`src/rtl/aline_acq_ctrl_if.sv`:
```
// Write-bus and readout handshake between the A-line acquisition controller
// and the ping-pong sample RAM / reader.
`timescale 1ns/1ps
interface aline_acq_ctrl_if;
  logic        wr_en;
  logic [11:0] wr_addr;
  logic [13:0] wr_data;
  logic        aline_ready;
  logic        rd_bank;
  logic        aline_ack;

  modport master (
    output wr_en, wr_addr, wr_data, aline_ready, rd_bank,
    input  aline_ack
  );

  modport slave (
    input  wr_en, wr_addr, wr_data, aline_ready, rd_bank,
    output aline_ack
  );
endinterface

```
`src/rtl/aline_acq_ctrl.sv`:
```
// Swept-source OCT A-line capture: syncs the laser sweep trigger, streams
// NSAMPLES ADC words into one of two RAM banks and tracks which bank is full.
`timescale 1ns/1ps
module aline_acq_ctrl #(
  parameter int NSAMPLES   = 1170,
  parameter int TRIG_DELAY = 0
) (
  input  logic             ADC_data_out_clk,
  input  logic             global_reset_n,
  input  logic             arm,
  input  logic             sweep_trig,
  input  logic [13:0]      ADC_chanA,
  aline_acq_ctrl_if.master bus,
  output logic             acq_busy,
  output logic [15:0]      aline_cnt,
  output logic [15:0]      overrun_cnt
);
  typedef enum logic [1:0] {IDLE, DELAY, ACQ, DONE} state_t;

  localparam logic [10:0] IDX_LAST = 11'(NSAMPLES - 1);
  localparam logic [7:0]  DLY_LAST = 8'((TRIG_DELAY > 0) ? TRIG_DELAY - 1 : 0);

  state_t      state_reg;
  logic        trig_sync1_reg, trig_sync2_reg, trig_sync3_reg;
  logic [1:0]  prime_reg;
  logic        trig_low_seen_reg;
  logic        trig_event;
  logic [7:0]  dly_cnt_reg;
  logic [10:0] idx_reg;
  logic        wr_bank_reg;
  logic        rd_bank_reg;
  logic        bank_full_reg [2];
  logic        ack_accept;
  logic        wr_en_reg;
  logic [11:0] wr_addr_reg;
  logic [13:0] wr_data_reg;
  logic        acq_busy_reg;
  logic [15:0] aline_cnt_reg;
  logic [15:0] overrun_cnt_reg;

  // An edge only counts once the chain has shown the trigger low after reset,
  // so a trigger held high through reset release cannot start an A-line.
  always_ff @(posedge ADC_data_out_clk or negedge global_reset_n) begin
    if (!global_reset_n) begin
      trig_sync1_reg    <= 1'b0;
      trig_sync2_reg    <= 1'b0;
      trig_sync3_reg    <= 1'b0;
      prime_reg         <= 2'b00;
      trig_low_seen_reg <= 1'b0;
    end else begin
      trig_sync1_reg <= sweep_trig;
      trig_sync2_reg <= trig_sync1_reg;
      trig_sync3_reg <= trig_sync2_reg;
      prime_reg      <= {prime_reg[0], 1'b1};
      if (prime_reg[1] && !trig_sync2_reg)
        trig_low_seen_reg <= 1'b1;
    end
  end

  assign trig_event = trig_sync2_reg & ~trig_sync3_reg & trig_low_seen_reg;

  always_ff @(posedge ADC_data_out_clk or negedge global_reset_n) begin
    if (!global_reset_n) begin
      state_reg       <= IDLE;
      dly_cnt_reg     <= '0;
      idx_reg         <= '0;
      wr_bank_reg     <= 1'b0;
      wr_en_reg       <= 1'b0;
      wr_addr_reg     <= '0;
      wr_data_reg     <= '0;
      acq_busy_reg    <= 1'b0;
      aline_cnt_reg   <= '0;
      overrun_cnt_reg <= '0;
    end else begin
      wr_en_reg <= 1'b0;
      case (state_reg)
        IDLE: begin
          if (trig_event && arm) begin
            if (bank_full_reg[wr_bank_reg]) begin
              if (overrun_cnt_reg != 16'hFFFF)
                overrun_cnt_reg <= overrun_cnt_reg + 16'd1;
            end else begin
              dly_cnt_reg  <= '0;
              idx_reg      <= '0;
              acq_busy_reg <= 1'b1;
              state_reg    <= (TRIG_DELAY > 0) ? DELAY : ACQ;
            end
          end
        end
        DELAY: begin
          if (dly_cnt_reg == DLY_LAST)
            state_reg <= ACQ;
          else
            dly_cnt_reg <= dly_cnt_reg + 8'd1;
        end
        ACQ: begin
          wr_en_reg   <= 1'b1;
          wr_addr_reg <= {wr_bank_reg, idx_reg};
          wr_data_reg <= ADC_chanA;
          idx_reg     <= idx_reg + 11'd1;
          if (idx_reg == IDX_LAST) begin
            acq_busy_reg <= 1'b0;
            state_reg    <= DONE;
          end
        end
        DONE: begin
          wr_bank_reg   <= ~wr_bank_reg;
          aline_cnt_reg <= aline_cnt_reg + 16'd1;
          state_reg     <= IDLE;
        end
        default: state_reg <= IDLE;
      endcase
    end
  end

  assign ack_accept = bus.aline_ack & bank_full_reg[rd_bank_reg];

  // DONE and an accepted ack always address different banks, so each bank
  // flag sees at most one of the two events in any clock.
  for (genvar gi = 0; gi < 2; gi++) begin : g_bank
    always_ff @(posedge ADC_data_out_clk or negedge global_reset_n) begin
      if (!global_reset_n)
        bank_full_reg[gi] <= 1'b0;
      else if (state_reg == DONE && wr_bank_reg == 1'(gi))
        bank_full_reg[gi] <= 1'b1;
      else if (ack_accept && rd_bank_reg == 1'(gi))
        bank_full_reg[gi] <= 1'b0;
    end
  end

  always_ff @(posedge ADC_data_out_clk or negedge global_reset_n) begin
    if (!global_reset_n)
      rd_bank_reg <= 1'b0;
    else if (ack_accept)
      rd_bank_reg <= ~rd_bank_reg;
  end

  assign bus.wr_en       = wr_en_reg;
  assign bus.wr_addr     = wr_addr_reg;
  assign bus.wr_data     = wr_data_reg;
  assign bus.aline_ready = bank_full_reg[rd_bank_reg];
  assign bus.rd_bank     = rd_bank_reg;
  assign acq_busy        = acq_busy_reg;
  assign aline_cnt       = aline_cnt_reg;
  assign overrun_cnt     = overrun_cnt_reg;
endmodule

```
`src/flat_wrapper.sv`:
```
// flat-port wrapper written by rule: the top's interface ports become plain ports
module aline_acq_ctrl_flat 
#(
  parameter int NSAMPLES   = 1170,
  parameter int TRIG_DELAY = 0
)
  (ADC_data_out_clk, global_reset_n, arm, sweep_trig, ADC_chanA, acq_busy, aline_cnt, overrun_cnt, bus_wr_en, bus_wr_addr, bus_wr_data, bus_aline_ready, bus_rd_bank, bus_aline_ack);
  aline_acq_ctrl_if bus_i ();
  input  logic ADC_data_out_clk;
  input  logic global_reset_n;
  input  logic arm;
  input  logic sweep_trig;
  input  logic [13:0] ADC_chanA;
  output logic acq_busy;
  output logic [15:0] aline_cnt;
  output logic [15:0] overrun_cnt;
  output wire logic [$bits(bus_i.wr_en)-1:0] bus_wr_en;
  output wire logic [$bits(bus_i.wr_addr)-1:0] bus_wr_addr;
  output wire logic [$bits(bus_i.wr_data)-1:0] bus_wr_data;
  output wire logic [$bits(bus_i.aline_ready)-1:0] bus_aline_ready;
  output wire logic [$bits(bus_i.rd_bank)-1:0] bus_rd_bank;
  input wire logic [$bits(bus_i.aline_ack)-1:0] bus_aline_ack;
  assign bus_wr_en = bus_i.wr_en;
  assign bus_wr_addr = bus_i.wr_addr;
  assign bus_wr_data = bus_i.wr_data;
  assign bus_aline_ready = bus_i.aline_ready;
  assign bus_rd_bank = bus_i.rd_bank;
  assign bus_i.aline_ack = bus_aline_ack;
  aline_acq_ctrl #(.NSAMPLES(NSAMPLES), .TRIG_DELAY(TRIG_DELAY)) u_core (.ADC_data_out_clk(ADC_data_out_clk), .global_reset_n(global_reset_n), .arm(arm), .sweep_trig(sweep_trig), .ADC_chanA(ADC_chanA), .bus(bus_i), .acq_busy(acq_busy), .aline_cnt(aline_cnt), .overrun_cnt(overrun_cnt));
endmodule
```
`config.mk`:
```
export PLATFORM = sky130hd
export DESIGN_NAME = aline_acq_ctrl_flat
export DESIGN_NICKNAME = d
export VERILOG_FILES = /design/src/rtl/aline_acq_ctrl_if.sv /design/src/rtl/aline_acq_ctrl.sv /design/src/flat_wrapper.sv
export SDC_FILE = /design/constraint.sdc
export NUM_CORES = 1
export LEC_CHECK = 0
export BUFFER_PORTS_ARGS = -buffer_cell sky130_fd_sc_hd__buf_2
export CORE_MARGIN = 10
export CORE_UTILIZATION = 49
export CTS_CLUSTER_SIZE = 12
export DETAILED_ROUTE_END_ITERATION = 8
export PLACE_DENSITY = 0.86
export SLEW_MARGIN = 20
export SYNTH_ARGS = -nofsm -noshare
export SYNTH_HDL_FRONTEND = slang
export SYNTH_SLANG_ARGS = --single-unit
```
`constraint.sdc`:
```
create_clock -name ADC_data_out_clk -period 1.9 [get_ports ADC_data_out_clk]
set_input_delay 0.475 -clock ADC_data_out_clk [delete_from_list [all_inputs] [get_ports ADC_data_out_clk]]
set_output_delay 0.475 -clock ADC_data_out_clk [all_outputs]
set_load 0.02 [all_outputs]
```
[Word level (Yosys, flattened, before mapping)]
Cells that the tools add are included.
Word-level totals
  word-level logic and storage cells: 87
  bits of input ports: 19
  register bits after elaboration: 91
Operators by class
  equality and inequality tests: 10
  add/subtract/negate cells: 4
  magnitude comparators: 2
  reductions and logical operators: 18
  bitwise operators: 8
  mux-type cells: 27
Operator list (count)
  $add 16x1->16 const B: 2
  $mux 8: 3
  $mux 11: 2
  $pmux 11 s2: 1
  $ne 16x16->1 const B: 1
  $pmux 8 s2: 1
  $reduce_and 4->1: 4
  $mux 1: 14
  $add 11x1->11 const B: 1
  $eq 11x11->1 const B: 1
  $add 8x1->8 const B: 1
  $logic_not 8->1: 1
  $mux 2: 4
  $pmux 2 s4: 1
  $reduce_bool 2->1: 4
  $logic_and 1x1->1: 6
  $ne 2x1->1 const B: 3
  $eq 2x2->1 const B: 2
  $ge 2x2->1 const B: 2
  $ne 2x2->1 const B: 2
  $not 1->2: 2
  $and 1x1->1: 3
  $not 1->1: 3
  $reduce_and 3->1: 1
  other kinds (4): 4

[Logic depth before layout (Yosys ltp)]
  word-level depth: 8
  depth in mapped cells: 7
  mapped depth without buffers: 6

[Worst setup path before layout]
Ideal clock, no wire load.
  kind: register to register
  start: reg u_core.wr_bank_reg
  end: reg u_core.overrun_cnt_reg[1], in the netlist u_core.overrun_cnt[1]
  cell stages (with the launch flop): 6
  data required time: 1.775 ns
  arrival: 1.700 ns
  buffers on the path: 1
  setup time: 0.125 ns
  path slack: 0.075 ns
  clock period less this slack: 1.825 ns
  path through: dfrtp_1 -> mux2i_1 -> or4_1 -> buf_2 -> nor2_1 -> mux2_2
Between the ends
  longest elaborated chain between the ends: 5
Ends and longest elaborated chain
  start, declared: line aline_acq_ctrl.sv:30  | logic wr_bank_reg;
  start signal, assigned: line aline_acq_ctrl.sv:107  | wr_bank_reg <= ~wr_bank_reg;
  $not 1->2 (implied by the code): line aline_acq_ctrl.sv:79  | if (bank_full_reg[wr_bank_reg]) begin
  $mux 1 (implied by the code) (3 in series): line aline_acq_ctrl.sv:79
  $reduce_and 4->1 (no source line)
  end signal, assigned: line aline_acq_ctrl.sv:81  | overrun_cnt_reg <= overrun_cnt_reg + 16'd1;
  end, declared: line aline_acq_ctrl.sv:39  | logic [15:0] overrun_cnt_reg;
No other way between the ends. The select of a mux whose other input is x is not followed.
A chain may end at the register's enable or synchronous reset.

[Worst setup path in the final report]
  start: reg u_core.wr_bank_reg
  end: reg u_core.overrun_cnt_reg[6], in the netlist u_core.overrun_cnt[6]
Same word-level chain as after synthesis.

==> results.toml <==
[run_status]
status = "complete, no violations"

[place]
io_buffers = 80
dpl_cell_area_um2 = 4760
gp_congestion = 0.792
dp_slack_ps = -114
hpwlAfterDp_mm = 6.89
placedCellCount = 597

[final_layout]
final_cell_area_um2 = 5030
fin_cells = 613
final_cell_mix = "nand2_1, dfrtp_1, buf_2"
nets = 528
n_antenna_cell = 0
syn_to_final_growth_pct = 22.8
final_common_cell = "nand2_1"
fillers = 672
final_layout_size_suffix_gt1_share_pct = 27.0

[sta]
relSlewSlack_pct = 60.7
layout_setup_ws_ps = 63.0
setup_tns_ps = 0
fmax_mhz = 544
rsz0062_at_grt = "true"
skew_ps = 14.4
fin_crit_ps = 1840
post-route-period-util_pct = 96.7
finalHoldViolCount = 0
slew_violations = 0
tightest_slew_ps = 583
setup_viol = 0

[power_and_ir_drop]
ir_drop_v = 0.000513
total_power_w = 0.00355
p_per_area_nw_per_um2 = 705
p_leak_nw = 2.57

[die]
fp-row-count = 33
die_y_um = 111
die_area_um2 = 12400
pin_count = 81
core_area_um2 = 8180
initial_utilization_pct = 50.1
die_w_um = 111

[clock_tree]
postCtsSetupBuffers = 0
cts_tree = "built"
path_clk_slew_ps = 100
htree_num_levels = 3
cts_buffers = 9
ctsRootBufferMaster = "clkbuf_8"
cts_sinks = 91
clockBufferDepth = 2
clock_latency_ps = 360

[route]
drt.antenna.violating_nets = 0
drc = 0
wire_per_inst_um = 15.2
routed_wl_mm = 9.30
via_per_inst = 5.44
drtIter0Drc = 206
dr.pass1.iters = 4
vias = 3337

[critical_path]
crit_path_start = "u_core.wr_bank_reg"
cp.required_ps = 2180
reg2reg_from = "u_core.wr_bank_reg"
critical_path_class = "register to register"
crit_arrival_ps = 2120
cp-end-kind = "register"
startpoint_type = "register"
worstPathMaxFanout = 12

[logic_synthesis]
synth_edf_count = 0
yosysSeqAreaShare_pct = 55.6
synth_top_cell_by_area = "dfrtp_1"
synthesis.nets = 429
synth.avg_cell_area_um2 = 10.1
async_flop_share_pct = 100
synth_area_um2 = 4100
synthDistinctLibCells = 48
netlist.area_leader.share_pct = 55.6
synthTopCellsByArea = "dfrtp_1, nand2_1, xor2_1"
yosys_warnings = 0
syn-instance-count = 404
yosys_register_bits = 91
synth_ff_type = "dfrtp_1"

[flow_run]
maxCapViolations = 0

[global_route]
antenna_found_initial = 0
first_global_vias = 3380
grt_use_total_pct = 14.9
grt_max_degree = 41
grt_overflow_total = 0
grt_pass1_wl_mm = 15.9

[min_path]
min_path_type = "input port to async pin"
-- worst paths after layout --
| path | depth (start not counted) | endpoint | slack (ps) |
|---|---|---|---|
| worst min register to register | 0 | u_core.trig_sync2_reg | 360 |
| worst min-delay path | 1 | u_core.idx_reg[10] | 60 |
| max in group asynchronous | 2 | u_core.aline_cnt[12] | 1260 |
| worst max register to register | 6 | u_core.overrun_cnt[6] | 60 |
| min in group ADC_data_out_clk | 1 | u_core.trig_sync1_reg | 230 |
| worst max-delay path | 6 | u_core.overrun_cnt[6] | 60 |
-- routing by layer --
layer  GRT usage, %  share of wire [%]
met3           6.07                8.0
met2           24.4                 48
met1           17.6                 43
met5              0                  0
met4           4.54               0.96
-- power by group --
group,leakage (nW),switching (W),internal (W)
combinational,1.35,0.0000905,0.0000468
clock,0.102,0.000686,0.000752
sequential,1.13,0.0000151,0.00196
-- repair_timing --
item                       in CTS  in global routing
hold buffers                    0                  0
setup endpoints to repair       0                 13
resized for setup               0                 11
-- stage by stage --
step           util (%)  hold WS (ps)
3_3_place_gp       58.3           335
4_1_cts            60.9          59.4
3_5_place_dp       58.3           336
2_1_floorplan         -           179
5_1_grt            61.6          69.4
6_report           61.6          63.2
-- critical path, stage by stage, from the launching register on --
cell	delay [ps]
dfrtp_1	400
mux2i_1	140
or4_1	500
buf_6	170
buf_4	150
nor3_1	240
xor2_1	160
-- cell type report --
type,instances,area (µm²),area share (%)
multi-input cells,285,1750,34.8
well taps,105,131,2.61
flip-flops and latches,91,2280,45.3
repair buffers,103,604,12.0
clock inverters,5,86.3,1.72
inverters,13,48.8,0.970
clock buffers,11,131,2.61
-- kinds of logic after synthesis --
kind of cell               share of synthesized area, %
AOI/OAI and AO/OA                                  7.06
adders and majority gates                          1.83
buffers and inverters                              2.78
other                                            0.0915
muxes                                              1.83
xor gates and xnor gates                           6.63
and+or+nand+nor                                    24.2
DFF                                                55.6
-- synth_stat cells, types with 3 or more instances --
library cell	instances
a211o_1	3
a21oi_1	4
a22o_1	6
a31oi_1	3
and3_1	6
and4_1	3
clkbuf_1	11
dfrtp_1	91
ha_1	6
inv_1	12
mux2_2	4
mux2i_1	3
nand2_1	98
nand2b_1	3
nand3_1	18
nand4_1	12
nor2_1	12
nor2b_1	3
nor3_1	16
nor4_1	7
o211ai_1	3
o21ai_0	11
o2bb2ai_1	3
or3_1	3
or4_1	4
xnor2_1	13
xor2_1	18
Power figures use the tool's default switching activity.
